### src/rtl/qpsk_sym_packetizer.sv
// qpsk_sym_packetizer
// Packs the free-running QPSK symbol stream ({I,Q} per strobe) into
// fixed-length AXI-stream packets. The newest symbol is held until its
// tlast is known, partial packets are flushed on idle timeout or when
// enable drops, and an output FIFO absorbs downstream backpressure.
// Because the symbol loop cannot be stalled, symbols that find the FIFO
// full are dropped and counted.
module qpsk_sym_packetizer #(
  parameter int WIDTH       = 32,
  parameter int FIFO_AWIDTH = 5,
  parameter int TIMEOUT_W   = 16
) (
  input  logic                 ce_clk,
  input  logic                 ce_rst,
  input  logic                 clear,
  input  logic                 enable,
  input  logic [15:0]          spp,
  input  logic [TIMEOUT_W-1:0] timeout,
  input  logic                 sym_stb,
  input  logic [WIDTH-1:0]     sym_tdata,
  output logic [WIDTH-1:0]     o_tdata,
  output logic                 o_tlast,
  output logic                 o_tvalid,
  input  logic                 o_tready,
  output logic [31:0]          overflow_cnt,
  output logic                 busy
);

  localparam int DEPTH = 1 << FIFO_AWIDTH;

  typedef struct packed {
    logic             last;
    logic [WIDTH-1:0] data;
  } fifo_word_t;

  // FIFO storage and pointers; pointers carry one extra wrap bit so that
  // full and empty are distinguishable without a separate count register.
  fifo_word_t           mem [DEPTH];
  logic [FIFO_AWIDTH:0] wr_ptr;
  logic [FIFO_AWIDTH:0] rd_ptr;
  logic [FIFO_AWIDTH:0] fifo_cnt;
  logic [FIFO_AWIDTH:0] wr_ptr_nxt;
  logic [FIFO_AWIDTH:0] rd_ptr_nxt;
  logic                 fifo_full;
  logic                 fifo_empty;

  // Holding register and packet bookkeeping
  logic                 hold_valid;
  logic [WIDTH-1:0]     hold_data;
  logic [15:0]          pkt_cnt;
  logic [15:0]          spp_l;
  logic [TIMEOUT_W-1:0] idle_cnt;

  // Per-cycle decode
  logic                 accept;
  logic                 timeout_hit;
  logic                 flush;
  logic                 push_req;
  logic                 push_ok;
  logic                 push_last;
  logic                 acc_last;
  logic                 pop;
  logic                 drop;
  logic [15:0]          spp_eff;
  logic [15:0]          cur_spp;
  logic                 hold_valid_nxt;

  assign fifo_cnt   = wr_ptr - rd_ptr;
  assign fifo_full  = fifo_cnt[FIFO_AWIDTH];
  assign fifo_empty = (wr_ptr == rd_ptr);

  // spp of 0 or 1 both mean single-symbol packets.
  assign spp_eff = (spp == 16'd0) ? 16'd1 : spp;
  // The first push of a packet uses the live spp (that is when spp_l
  // latches it); later pushes use the latched value so a mid-packet spp
  // change only affects the next packet.
  assign cur_spp  = (pkt_cnt == 16'd0) ? spp_eff : spp_l;
  assign acc_last = (pkt_cnt == cur_spp - 16'd1);

  assign accept      = sym_stb & enable;
  assign timeout_hit = (timeout != '0) && (idle_cnt == timeout - TIMEOUT_W'(1));
  // An accept always wins over a flush in the same cycle.
  assign flush       = hold_valid & ~accept & (~enable | timeout_hit);
  assign push_req    = (accept & hold_valid) | flush;
  assign push_last   = flush | acc_last;
  // Full is judged before any same-cycle pop.
  assign push_ok     = push_req & ~fifo_full;
  assign drop        = accept & hold_valid & fifo_full;
  assign pop         = o_tvalid & o_tready;

  assign wr_ptr_nxt  = wr_ptr + {{FIFO_AWIDTH{1'b0}}, push_ok};
  assign rd_ptr_nxt  = rd_ptr + {{FIFO_AWIDTH{1'b0}}, pop};

  // Next value of hold_valid: a new symbol always lands in hold; a
  // successful flush empties it; a flush that hits a full FIFO keeps it.
  always_comb begin
    // NOTE: a default assignment first keeps this combinational block from
    // inferring a latch on any path that does not otherwise assign.
    hold_valid_nxt = hold_valid;
    if (accept) begin
      hold_valid_nxt = 1'b1;
    end else if (flush && !fifo_full) begin
      hold_valid_nxt = 1'b0;
    end
  end

  // FIFO write port; the array is intentionally left out of reset.
  always_ff @(posedge ce_clk) begin
    // NOTE: the storage array gets no reset; the pointers alone define
    // which entries are meaningful, and a reset array would cost a flop
    // per bit instead of a RAM.
    if (push_ok && !clear) begin
      mem[wr_ptr[FIFO_AWIDTH-1:0]] <= '{last: push_last, data: hold_data};
    end
  end

  // Control state: pointers, hold, packet/idle counters, overflow, busy.
  always_ff @(posedge ce_clk or posedge ce_rst) begin
    // NOTE: every register here uses non-blocking assignment so all state
    // updates see the same pre-edge values regardless of statement order.
    if (ce_rst) begin
      wr_ptr       <= '0;
      rd_ptr       <= '0;
      hold_valid   <= 1'b0;
      hold_data    <= '0;
      pkt_cnt      <= '0;
      spp_l        <= '0;
      idle_cnt     <= '0;
      overflow_cnt <= '0;
      busy         <= 1'b0;
    end else if (clear) begin
      wr_ptr       <= '0;
      rd_ptr       <= '0;
      hold_valid   <= 1'b0;
      hold_data    <= '0;
      pkt_cnt      <= '0;
      spp_l        <= '0;
      idle_cnt     <= '0;
      overflow_cnt <= '0;
      busy         <= 1'b0;
    end else begin
      wr_ptr     <= wr_ptr_nxt;
      rd_ptr     <= rd_ptr_nxt;
      hold_valid <= hold_valid_nxt;
      busy       <= hold_valid_nxt | (wr_ptr_nxt != rd_ptr_nxt);

      if (accept) begin
        hold_data <= sym_tdata;
      end

      // Packet position advances only when a word really enters the FIFO,
      // so dropped symbols never shorten a packet.
      if (push_ok) begin
        if (pkt_cnt == 16'd0) begin
          spp_l <= spp_eff;
        end
        pkt_cnt <= push_last ? 16'd0 : pkt_cnt + 16'd1;
      end

      // Idle counter stops at the expiry value so a flush blocked by a
      // full FIFO is retried every cycle until it succeeds.
      if (accept || (flush && !fifo_full)) begin
        idle_cnt <= '0;
      end else if (hold_valid && !timeout_hit && (idle_cnt != '1)) begin
        idle_cnt <= idle_cnt + TIMEOUT_W'(1);
      end

      if (drop && (overflow_cnt != '1)) begin
        overflow_cnt <= overflow_cnt + 32'd1;
      end
    end
  end

  // Registered first-word-fall-through output stage. It mirrors the head
  // entry (it is not an extra slot), looking only at words written before
  // this edge, which gives the one-cycle push-to-valid latency.
  always_ff @(posedge ce_clk or posedge ce_rst) begin
    if (ce_rst) begin
      o_tvalid <= 1'b0;
      o_tlast  <= 1'b0;
      o_tdata  <= '0;
    end else if (clear) begin
      o_tvalid <= 1'b0;
      o_tlast  <= 1'b0;
      o_tdata  <= '0;
    end else if (wr_ptr != rd_ptr_nxt) begin
      o_tvalid <= 1'b1;
      o_tlast  <= mem[rd_ptr_nxt[FIFO_AWIDTH-1:0]].last;
      o_tdata  <= mem[rd_ptr_nxt[FIFO_AWIDTH-1:0]].data;
    end else begin
      o_tvalid <= 1'b0;
      o_tlast  <= 1'b0;
      o_tdata  <= '0;
    end
  end

  // A stalled beat must hold its payload until it is taken.
  a_stall_stable : assert property (
    @(posedge ce_clk) disable iff (ce_rst)
      (o_tvalid && !o_tready && !clear) |=>
        (o_tvalid && $stable(o_tdata) && $stable(o_tlast)));

  // A presented beat always means the block reports busy.
  a_valid_busy : assert property (
    @(posedge ce_clk) disable iff (ce_rst) o_tvalid |-> busy);

  // Any unused pointer state would show up here as an impossible count.
  a_cnt_range : assert property (
    @(posedge ce_clk) disable iff (ce_rst) fifo_cnt <= (FIFO_AWIDTH+1)'(DEPTH));

endmodule

### config.mk
export PLATFORM = sky130hd
export DESIGN_NAME = qpsk_sym_packetizer
export DESIGN_NICKNAME = d
export VERILOG_FILES = /design/src/rtl/qpsk_sym_packetizer.sv
export SDC_FILE = /design/constraint.sdc
export NUM_CORES = 2
export LEC_CHECK = 0
export ABC_CLOCK_PERIOD_IN_PS = 6900
export BUFFER_PORTS_ARGS = -buffer_cell sky130_fd_sc_hd__buf_4
export CAP_MARGIN = 20
export CORE_MARGIN = 2
export CORE_UTILIZATION = 54
export CTS_CLUSTER_SIZE = 40
export DETAILED_ROUTE_END_ITERATION = 8
export PLACE_DENSITY = 0.71
export SYNTH_ARGS = -nofsm -noshare
export SYNTH_HDL_FRONTEND = slang
export SYNTH_SLANG_ARGS = --single-unit
### constraint.sdc
create_clock -name ce_clk -period 6.9 [get_ports ce_clk]
set_input_delay 0.69 -clock ce_clk [delete_from_list [all_inputs] [get_ports ce_clk]]
set_output_delay 0.69 -clock ce_clk [all_outputs]
set_load 0.01 [all_outputs]
==> flow_summary.toml <==
[run_status]
status = "complete, no violations"

[drt]
dr_wl_met3_microns = 6530
antenna_left = 0
highest_layer = "met5"
vias_per_cell = 6.24
met1_length_microns = 45700
wl_per_cell_microns = 28.4
drc = 0
wl_microns = 117000
first_iter_violations = 2600
wl_met2_microns = 59200
first_pass_iters = 7
vias = 25654

[power_and_ir_drop]
clkPwrFrac_pct = 41.3
power.total_w = 0.0154
ir_drop_mv = 0.265
internal-power_w = 0.0121
p_per_area_mw_per_mm2 = 272
seq_power_share_pct = 52.3
combinationalPowerShare_pct = 6.4
power.leakage_nw = 18.9
p_sw_w = 0.00334
swShare_pct = 21.7

[synthesis]
yosysSeqAreaShare_pct = 72.4
synth_cells = 2628
synth_most_common_cell = "edfxtp_1"
ys_warn_count = 0
synth_ff_type = "edfxtp_1"
synth_edf_count = 1056
syn_avg_cell_area_sq_um = 18.8
ys_seq_elements = 1216
async_flop_share_pct = 13.2
synth_area_leaders = "edfxtp_1, mux4_2, dfrtp_1"
synth.cell_area_sq_mm = 0.0493
synth_top_area_cell = "edfxtp_1"
yosysUniqueCellTypes = 86
synth_top_area_share_pct = 64.3
syn_nets = 2712
ys_top_cells_by_count = "edfxtp_1, mux4_2, dfrtp_1"

[setup_path]
crit-reg2reg-launch = "wr_ptr[4]"
crit_arrival_ns = 5.48
setup.worst_path.start = "wr_ptr[4]"
start_kind = "register"
critPathCaptureType = "register"
required_ns = 7.29
crit_fanout = 19
worst-setup-path-type = "reg -> reg"

[cts]
post-cts-setup-buffer-count = 0
clk_pin_slew_ns = 0.06
h-tree-depth = 3
cts_tree = "yes"
cts-resized-gates = 0
cts-root-buf = "clkbuf_16"
cts_buffer_depth = 3
clock_sinks = 1216
clk_latency_ns = 0.71
cts_buffers = 118
cts_hold_buffers = 0

[worst_hold_path]
hold_path_class = "in -> async"

[floorplan]
pin_count = 137
row_count = 110
die-area_sq_mm = 0.0938
start_util_pct = 54.6
die_h_microns = 306
die_w_microns = 306
design.core.area_sq_mm = 0.0903

[global_routing]
grt_pass1_vias = 26364
grt_max_degree = 104
antenna_found_initial = 4
grt_pass1_wl_microns = 173000
gr-usage-all-layers_pct = 25.2
grt-ovfl-total = 0

[run]
max-cap-violations = 0

[sta]
finalCriticalPeriod_ns = 5.09
post-route-period-util_pct = 73.8
rsz0062_at_grt = "no"
hold_viol_final = 0
finalClockSkew_ns = 0.0362
worst_pin_slew_ns = 1.03
slew_viol_final = 0
setup_viol = 0
fmax_mhz = 196
final.setup.tns_ns = 0
holdWs_ns = 0.132
slew_headroom_pct = 31.0

[placement]
dp_hpwl_microns = 72600
gp_congestion = 0.860
io_buffers = 136

[finish]
drive_gt1_share_pct = 26.1
area_growth_pct = 14.8
nNetsFinal = 2913
cells by family after synthesis:
family / synth area share [%]
fa+ha+maj: 0.355
compound gates: 2.07
flops: 72.4
xor+xnor: 1.78
buf+inv: 1.49
mux: 16.6
simple gates: 5.33
sequential cells by signal, indices dropped and copies added, names as in the netlist, 16 cells and up:
name and flops:
o_tdata 32, mem 1056, hold_data 32, pkt_cnt 16
spp_l 16, overflow_cnt 32, idle_cnt 16
placed cells by master (no fill, tap or decap), drive strengths merged, types with 5 or more instances in the layout:
master / netlist / routed
mux4: 297 / 297
and3: 9 / 9
xnor2: 52 / 52
nand4: 19 / 19
nor4: 25 / 25
nand2: 120 / 120
nor4b: 9 / 9
a21oi: 64 / 64
nand2b: 5 / 5
nor2b: 7 / 7
or4: 13 / 13
clkinv: 0 / 51
and2: 7 / 7
a211oi: 9 / 9
xor2: 48 / 48
edfxtp: 1056 / 1056
nand3b: 8 / 8
mux2i: 145 / 145
bufinv: 0 / 11
clkbuf: 98 / 145
ha: 14 / 14
nand3: 42 / 42
or3: 26 / 26
clkinvlp: 0 / 10
and4: 9 / 9
a22o: 5 / 5
or2: 7 / 7
o21ai: 29 / 29
inv: 40 / 45
buf: 48 / 227
nor2: 155 / 155
nor3: 36 / 36
dfrtp: 160 / 160
routing by layer:
layer	vias up	GRT usage (%)
li1	10942	-
met1	13557	33.4
met2	938	42.0
met3	211	3.50
met4	6	11.3
met5	-	0
critical path, stage by stage (launching register included):
cell	delay, ns
dfrtp_1	0.66
ha_1	0.35
and2_1	0.17
o21ai_0	0.13
o311ai_0	0.16
nor3b_1	0.68
nand4_1	0.22
o21ai_2	0.20
and2_1	0.24
nand3_1	0.66
nor2_4	0.90
buf_4	0.38
power by group through the flow:
stage	sequential, W	clock (W)	combinational, W
after floorplan	0.00822	0	0.000613
after global placement	0.00823	0	0.000922
after detailed placement	0.00823	0	0.000955
after CTS	0.00808	0.00646	0.000959
after global routing	0.00805	0.00673	0.00106
final	0.00805	0.00636	0.000991
final timing paths:
path,to,slack [ns],cells after the start
setup reg to reg,mem[23][27],1.81,11
min in group ce_clk,hold_data[15],0.23,3
hold reg to reg,hold_data[25],0.52,2
max in group asynchronous,hold_data[14],5.41,3
hold / removal,spp_l[5],0.13,2
setup / recovery,mem[23][27],1.81,11
final cells by class:
type	instances	area, sq um
antenna	1	2.50
clock buffer	145	3090
clock inverter	77	762
fill	6167	33600
inverter	40	158
multi-input combinational	1226	13200
sequential	1216	35700
tap	1176	1470
timing repair buffer	227	2250
stage by stage:
step	instances	cell area (sq um)	utilization, %	worst slack (ns)
CTS	4088	56200	62.3	1.83
global route	4107	56700	62.7	1.39
floorplan	2628	49300	-	1.89
finish	4108	56700	62.7	1.81
detailed placement	3866	52400	58.0	1.63
global placement	3855	52100	57.7	1.61
(Power assumes the default switching activity.)
